[src/rtl/ifetch_pq.sv]
// ifetch_pq
//   Instruction-fetch stage with a DEPTH-entry prefetch queue. It streams
//   sequential reads from a synchronous instruction memory that answers one
//   cycle after each request. Results are buffered so fetch keeps running
//   while decode stalls. A branch flushes the queue and drops the in-flight
//   read. An empty queue presents NOP_INST to decode.
//
// Ports
//   clk            rising-edge clock
//   rst            asynchronous, active-low reset
//   branch_i       redirect fetch to branch_addr_i and flush (highest priority)
//   branch_addr_i  redirect target
//   stall_i        decode is not accepting; the head entry is held
//   imem_req_o     read request this cycle
//   imem_addr_o    read address (current pc)
//   imem_rdata_i   read data, valid the cycle after imem_req_o
//   inst_o         head instruction, or NOP_INST when the queue is empty
//   inst_addr_o    head address, or 0 when the queue is empty
//   inst_valid_o   queue is non-empty
//   q_count_o      number of occupied queue entries
module ifetch_pq #(
    parameter int unsigned      ADDR     = 16,
    parameter int unsigned      WORD     = 32,
    parameter int unsigned      DEPTH    = 4,
    parameter logic [WORD-1:0]  NOP_INST = 32'h3C00_0000,
    parameter logic [ADDR-1:0]  RESET_PC = '0
) (
    input  logic                     clk,
    input  logic                     rst,
    input  logic                     branch_i,
    input  logic [ADDR-1:0]          branch_addr_i,
    input  logic                     stall_i,
    output logic                     imem_req_o,
    output logic [ADDR-1:0]          imem_addr_o,
    input  logic [WORD-1:0]          imem_rdata_i,
    output logic [WORD-1:0]          inst_o,
    output logic [ADDR-1:0]          inst_addr_o,
    output logic                     inst_valid_o,
    output logic [$clog2(DEPTH):0]   q_count_o
);

    localparam int unsigned    PTR_W   = $clog2(DEPTH);
    localparam int unsigned    CNT_W   = PTR_W + 1;
    localparam logic [CNT_W:0] DEPTH_C = (CNT_W + 1)'(DEPTH);

    logic [ADDR-1:0]  pc_q, pc_d;
    logic [CNT_W-1:0] count_q, count_d;
    logic [PTR_W-1:0] rd_ptr_q, rd_ptr_d;
    logic [PTR_W-1:0] wr_ptr_q, wr_ptr_d;
    logic             inflight_q, inflight_d;
    logic [ADDR-1:0]  inflight_addr_q, inflight_addr_d;
    logic [WORD-1:0]  data_q [DEPTH];
    logic [WORD-1:0]  data_d [DEPTH];
    logic [ADDR-1:0]  addr_q [DEPTH];
    logic [ADDR-1:0]  addr_d [DEPTH];

    logic [CNT_W:0]   credit;
    logic             req;
    logic             write_en;
    logic             pop;

    // Credit counts the read already in flight, so a request is only issued
    // when its response is guaranteed a free slot. The queue can never overflow.
    always_comb begin
        credit   = {1'b0, count_q} + {{CNT_W{1'b0}}, inflight_q};
        req      = rst & ~branch_i & (credit < DEPTH_C);
        write_en = inflight_q & ~branch_i;
        pop      = (count_q != '0) & ~stall_i & ~branch_i;
    end

    always_comb begin
        pc_d            = pc_q;
        count_d         = count_q;
        rd_ptr_d        = rd_ptr_q;
        wr_ptr_d        = wr_ptr_q;
        inflight_d      = 1'b0;
        inflight_addr_d = inflight_addr_q;
        data_d          = data_q;
        addr_d          = addr_q;

        if (branch_i) begin
            // Flush: the response for the old in-flight read is dropped.
            pc_d     = branch_addr_i;
            count_d  = '0;
            rd_ptr_d = '0;
            wr_ptr_d = '0;
        end else begin
            if (req) begin
                pc_d            = pc_q + ADDR'(1);
                inflight_d      = 1'b1;
                inflight_addr_d = pc_q;
            end
            if (write_en) begin
                data_d[wr_ptr_q] = imem_rdata_i;
                addr_d[wr_ptr_q] = inflight_addr_q;
                wr_ptr_d         = wr_ptr_q + PTR_W'(1);
            end
            if (pop) begin
                rd_ptr_d = rd_ptr_q + PTR_W'(1);
            end
            case ({write_en, pop})
                2'b10:   count_d = count_q + CNT_W'(1);
                2'b01:   count_d = count_q - CNT_W'(1);
                default: count_d = count_q;
            endcase
        end
    end

    always_ff @(posedge clk or negedge rst) begin
        if (!rst) begin
            pc_q            <= RESET_PC;
            count_q         <= '0;
            rd_ptr_q        <= '0;
            wr_ptr_q        <= '0;
            inflight_q      <= 1'b0;
            inflight_addr_q <= '0;
            for (int i = 0; i < int'(DEPTH); i++) begin
                data_q[i] <= '0;
                addr_q[i] <= '0;
            end
        end else begin
            pc_q            <= pc_d;
            count_q         <= count_d;
            rd_ptr_q        <= rd_ptr_d;
            wr_ptr_q        <= wr_ptr_d;
            inflight_q      <= inflight_d;
            inflight_addr_q <= inflight_addr_d;
            data_q          <= data_d;
            addr_q          <= addr_d;
        end
    end

    always_comb begin
        imem_req_o   = req;
        imem_addr_o  = pc_q;
        inst_valid_o = (count_q != '0);
        inst_o       = inst_valid_o ? data_q[rd_ptr_q] : NOP_INST;
        inst_addr_o  = inst_valid_o ? addr_q[rd_ptr_q] : '0;
        q_count_o    = count_q;
    end

endmodule

[config.mk]
export PLATFORM = sky130hd
export DESIGN_NAME = ifetch_pq
export DESIGN_NICKNAME = d
export VERILOG_FILES = /design/src/rtl/ifetch_pq.sv
export SDC_FILE = /design/constraint.sdc
export NUM_CORES = 1
export LEC_CHECK = 0
export BUFFER_PORTS_ARGS = -buffer_cell sky130_fd_sc_hd__buf_2
export CAP_MARGIN = 20
export CELL_PAD_IN_SITES_DETAIL_PLACEMENT = 1
export CELL_PAD_IN_SITES_GLOBAL_PLACEMENT = 2
export CORE_MARGIN = 4
export CORE_UTILIZATION = 45
export CTS_CLUSTER_SIZE = 14
export DETAILED_ROUTE_END_ITERATION = 6
export PLACE_DENSITY = 0.89
export SLEW_MARGIN = 20
export SYNTH_ARGS = -nofsm -noshare
export SYNTH_HDL_FRONTEND = slang
export SYNTH_SLANG_ARGS = --single-unit
[constraint.sdc]
create_clock -name clk -period 3.6 [get_ports clk]
set_input_delay 0.36 -clock clk [delete_from_list [all_inputs] [get_ports clk]]
set_output_delay 0.36 -clock clk [all_outputs]
set_load 0.01 [all_outputs]
==> metrics.txt <==
status completed; Final Hold Fails 0; H-tree levels 1; fin nets a little over 900; Post-Layout Inst Area 12800 um^2; Final Util a little over half; PwrDens 747 nW/um^2; WL per Instance 21.2 um; post-CTS setup buffers 0; fraction of layout cells with a size suffix above 1 between 40% and 50%; worst hold path startpoint branch_addr_i[0]; first-pass GRT wire length 42.0 mm; critical path arrival approximately 2500 ps; HP Class in2reg; # rows 56; Initial Util between 40% and 50%; remaining routing DRC violations 0; Tcrit/Tclk final about four fifths; post-synthesis area per instance 14.8 um^2; worst reg2reg path depth 5; post-route ant nets 0; main flop type after synthesis dfrtp_1; R2R setup slack ~1500 ps; r2r endpoint imem_addr_o[15]$_DFFE_PN0P_; clock sink count about 230; CTS clk-pin slew, worst paths approximately 60 ps; CTS tree built; DR vias approximately 6600; GRT overflow 0; Vias/cell roughly 5.5; total track usage roughly 19%; MaxCap Viol Count 0; Pint 0.00671 W; Mapped Nets 798; Area contributors post-synth dfrtp_1 53%, mux2_2 12%, mux2_4 9.9%; Syn Std Cell Area 10900 um^2; Slew @ Worst Pin roughly 1000 ps; final wirelength between 20 and 30 mm; P_leak between 6 and 7 nW; Max clock buf depth 3; largest net degree at the start of global routing between 150 and 200; cts bufs inserted 25; Pre-Repair DR Iteration Count 4; CP Cell Sequence buf_12 -> mux4_2 -> or2_1 -> buf_2; Max-slew headroom 32.3%; core box area ~24000 um^2; GP Congestion around 0.73; full die area between 20000 and 30000 um^2; Buffers & Inverters on Critical Path 2; Async SR Flop Fraction between 90% and 100%; Multi-input gate area about 4800 um^2; register share of total power between 40% and 50%; Max Slew Vio Count 0; chip height between 150 and 200 um; critical path's slowest cell dfrtp_4; number of I/O port buffers 120; hpwl dp about 16 mm; Sw Share 29.6%; clock share of power between 20% and 30%; critical path class reg2out; unrepaired setup endpoints after global routing false; Area growth syn-to-layout 16.6%; Post-synth EDFFs 0; worst reg2reg path startpoint q_count_o[2]$_DFFE_PN0P_; family with the most delay on the worst path flip-flops; Ports between 100 and 150; Fin Clk Skew about 15 ps; Crit Path Max Fanout 29; setup TNS 0 ps; Synth area leader dfrtp_1; Placement Cell Area around 12000 um^2; WP data required about 3200 ps; peak supply drop about 0.00034 V; Clk Latency, worst-skew pair between 500 and 600 ps; Final min period between 2000 and 3000 ps; initial antenna violation count 0; Sw Pwr 0.00282 W; critical path endpoint category primary output; DRT iter0 DRCs ~380; Synth Instances 740; Startpoint Class flip-flop; Yosys cell types 51; Yosys top cell area share roughly 53%; hold path depth 3; Reg area a little under 6000 um^2; Die X roughly 160 um; final setup violating endpoints 0; Max stage delay on crit path ~750 ps; Fillers between 2000 and 2500; logic gate share of total power between 20 and 30%; Ys Warns 0; Hold Path End imem_addr_o[0]$_DFFE_PN0P_; Peak Freq about 350 MHz; vias in the first global route about 7400; Yosys reg bits 232; sequential fraction of the synthesis area between 50% and 60%; CTS root buf clkbuf_16
==> power by group through the flow <==
stage	logic, W	registers (W)	clock network, W
final	0.00282	0.00397	0.00274
after global routing	0.00308	0.00410	0.00292
after CTS	0.00287	0.00399	0.00281
after detailed placement	0.00284	0.00401	0
after global placement	0.00274	0.00397	0
after floorplan	0.00212	0.00373	0
==> layout make-up <==
type / count / area share [%]
antenna: 1 / 0.0196
clock buffer: 35 / 5.67
clock inverter: 11 / 1.29
inverter: 14 / 0.412
multi-input combinational: 448 / 37.6
sequential: 232 / 45.6
tap: 319 / 3.13
timing repair buffer: 135 / 6.28
==> how the worst max path moves through the flow <==
stage / from / end / cells after the start
2_1_floorplan: q_count_o[1]$_DFFE_PN0P_ / q_count_o[2]$_DFFE_PN0P_ / 7
3_3_place_gp: rd_ptr_q[0]$_DFFE_PN0P_ / inst_addr_o[8] / 4
3_5_place_dp: rd_ptr_q[0]$_DFFE_PN0P_ / inst_addr_o[11] / 4
4_1_cts: rd_ptr_q[0]$_DFFE_PN0P_ / inst_o[28] / 4
5_1_grt: rd_ptr_q[0]$_DFFE_PN0P_ / inst_addr_o[11] / 4
6_report: rd_ptr_q[0]$_DFFE_PN0P_ / inst_o[28] / 4
==> state kept, by name, indices dropped and copies added (netlist names) <==
signal,cells
imem_addr_o,16
rd_ptr_q,2
data_q,128
inflight_addr_q,16
wr_ptr_q,2
q_count_o,3
addr_q,64
inflight_q,1
==> kinds of logic after synthesis <==
family | after synthesis | synth area share [%]
fa+ha+maj | 6 | 0.755
compound gates | 43 | 2.78
buf+inv | 60 | 3.12
xor+xnor | 3 | 0.240
flops | 232 | 53.1
simple gates | 151 | 7.46
mux | 245 | 32.6
==> what timing repair did <==
item                       4_1_cts  5_1_grt
hold buffers                     1        0
setup endpoints to repair        0        0
hold endpoints to repair         7        0
resized for setup                0        0
==> cell usage in the layout, fill, tap and decap left out, types with 4 or more instances in the layout <==
cell | netlist | routed
bufinv_16 | 0 | 4
nor2_1 | 8 | 8
mux2_2 | 113 | 113
nor2b_1 | 45 | 45
o211ai_1 | 5 | 5
inv_1 | 13 | 13
or4_1 | 4 | 4
dfrtp_1 | 232 | 230
clkinv_2 | 0 | 4
o21ai_0 | 11 | 11
buf_4 | 0 | 8
nand2_2 | 4 | 4
nand3_1 | 7 | 7
and3_1 | 4 | 4
buf_2 | 21 | 119
buf_12 | 0 | 6
nand2_1 | 53 | 53
nor3b_1 | 4 | 4
a21oi_1 | 4 | 4
clkbuf_1 | 11 | 4
mux2_1 | 8 | 8
mux2i_1 | 4 | 4
a22oi_1 | 4 | 4
mux2_4 | 72 | 72
ha_1 | 5 | 5
clkbuf_16 | 0 | 25
mux4_2 | 48 | 48
clkbuf_8 | 0 | 6
==> layer usage <==
| layer | track usage (%) | vias to the layer above | wire length, um |
|---|---|---|---|
| li1 | - | 2927 | - |
| met1 | 26.7 | 3469 | 11300 |
| met2 | 33.7 | 134 | 12600 |
| met3 | 3.31 | 26 | 1110 |
| met4 | 2.71 | 0 | 321 |
| met5 | 0 | - | 0 |
==> Yosys cell counts (8+ instances only) <==
library cell	instances
nor2_1	8
nor2b_1	45
clkbuf_1	11
buf_2	21
mux2_4	72
mux2_1	8
buf_6	12
dfrtp_1	232
mux4_2	48
inv_1	13
nand2_1	53
o21ai_0	11
mux2_2	113
==> worst reg2reg max path: cells and delay by family (launching register included) <==
family | cells | cell delay, ps
compound gates | 2 | 500
buf+inv | 1 | 500
simple gates | 2 | 490
flops | 1 | 490
==> through the flow <==
| step | hold WS, ps | setup WS (ps) | cells | power [W] |
|---|---|---|---|---|
| 2_1_floorplan | 64.4 | 1490 | 740 | 0.00585 |
| 4_1_cts | 47.3 | 669 | 1194 | 0.00967 |
| 6_report | 65.6 | 726 | 1195 | 0.00953 |
| 5_1_grt | 61.4 | 576 | 1194 | 0.0101 |
| 3_5_place_dp | 177 | 1230 | 1147 | 0.00685 |
| 3_3_place_gp | 177 | 1260 | 1147 | 0.00672 |
(Power assumes the default switching activity.)
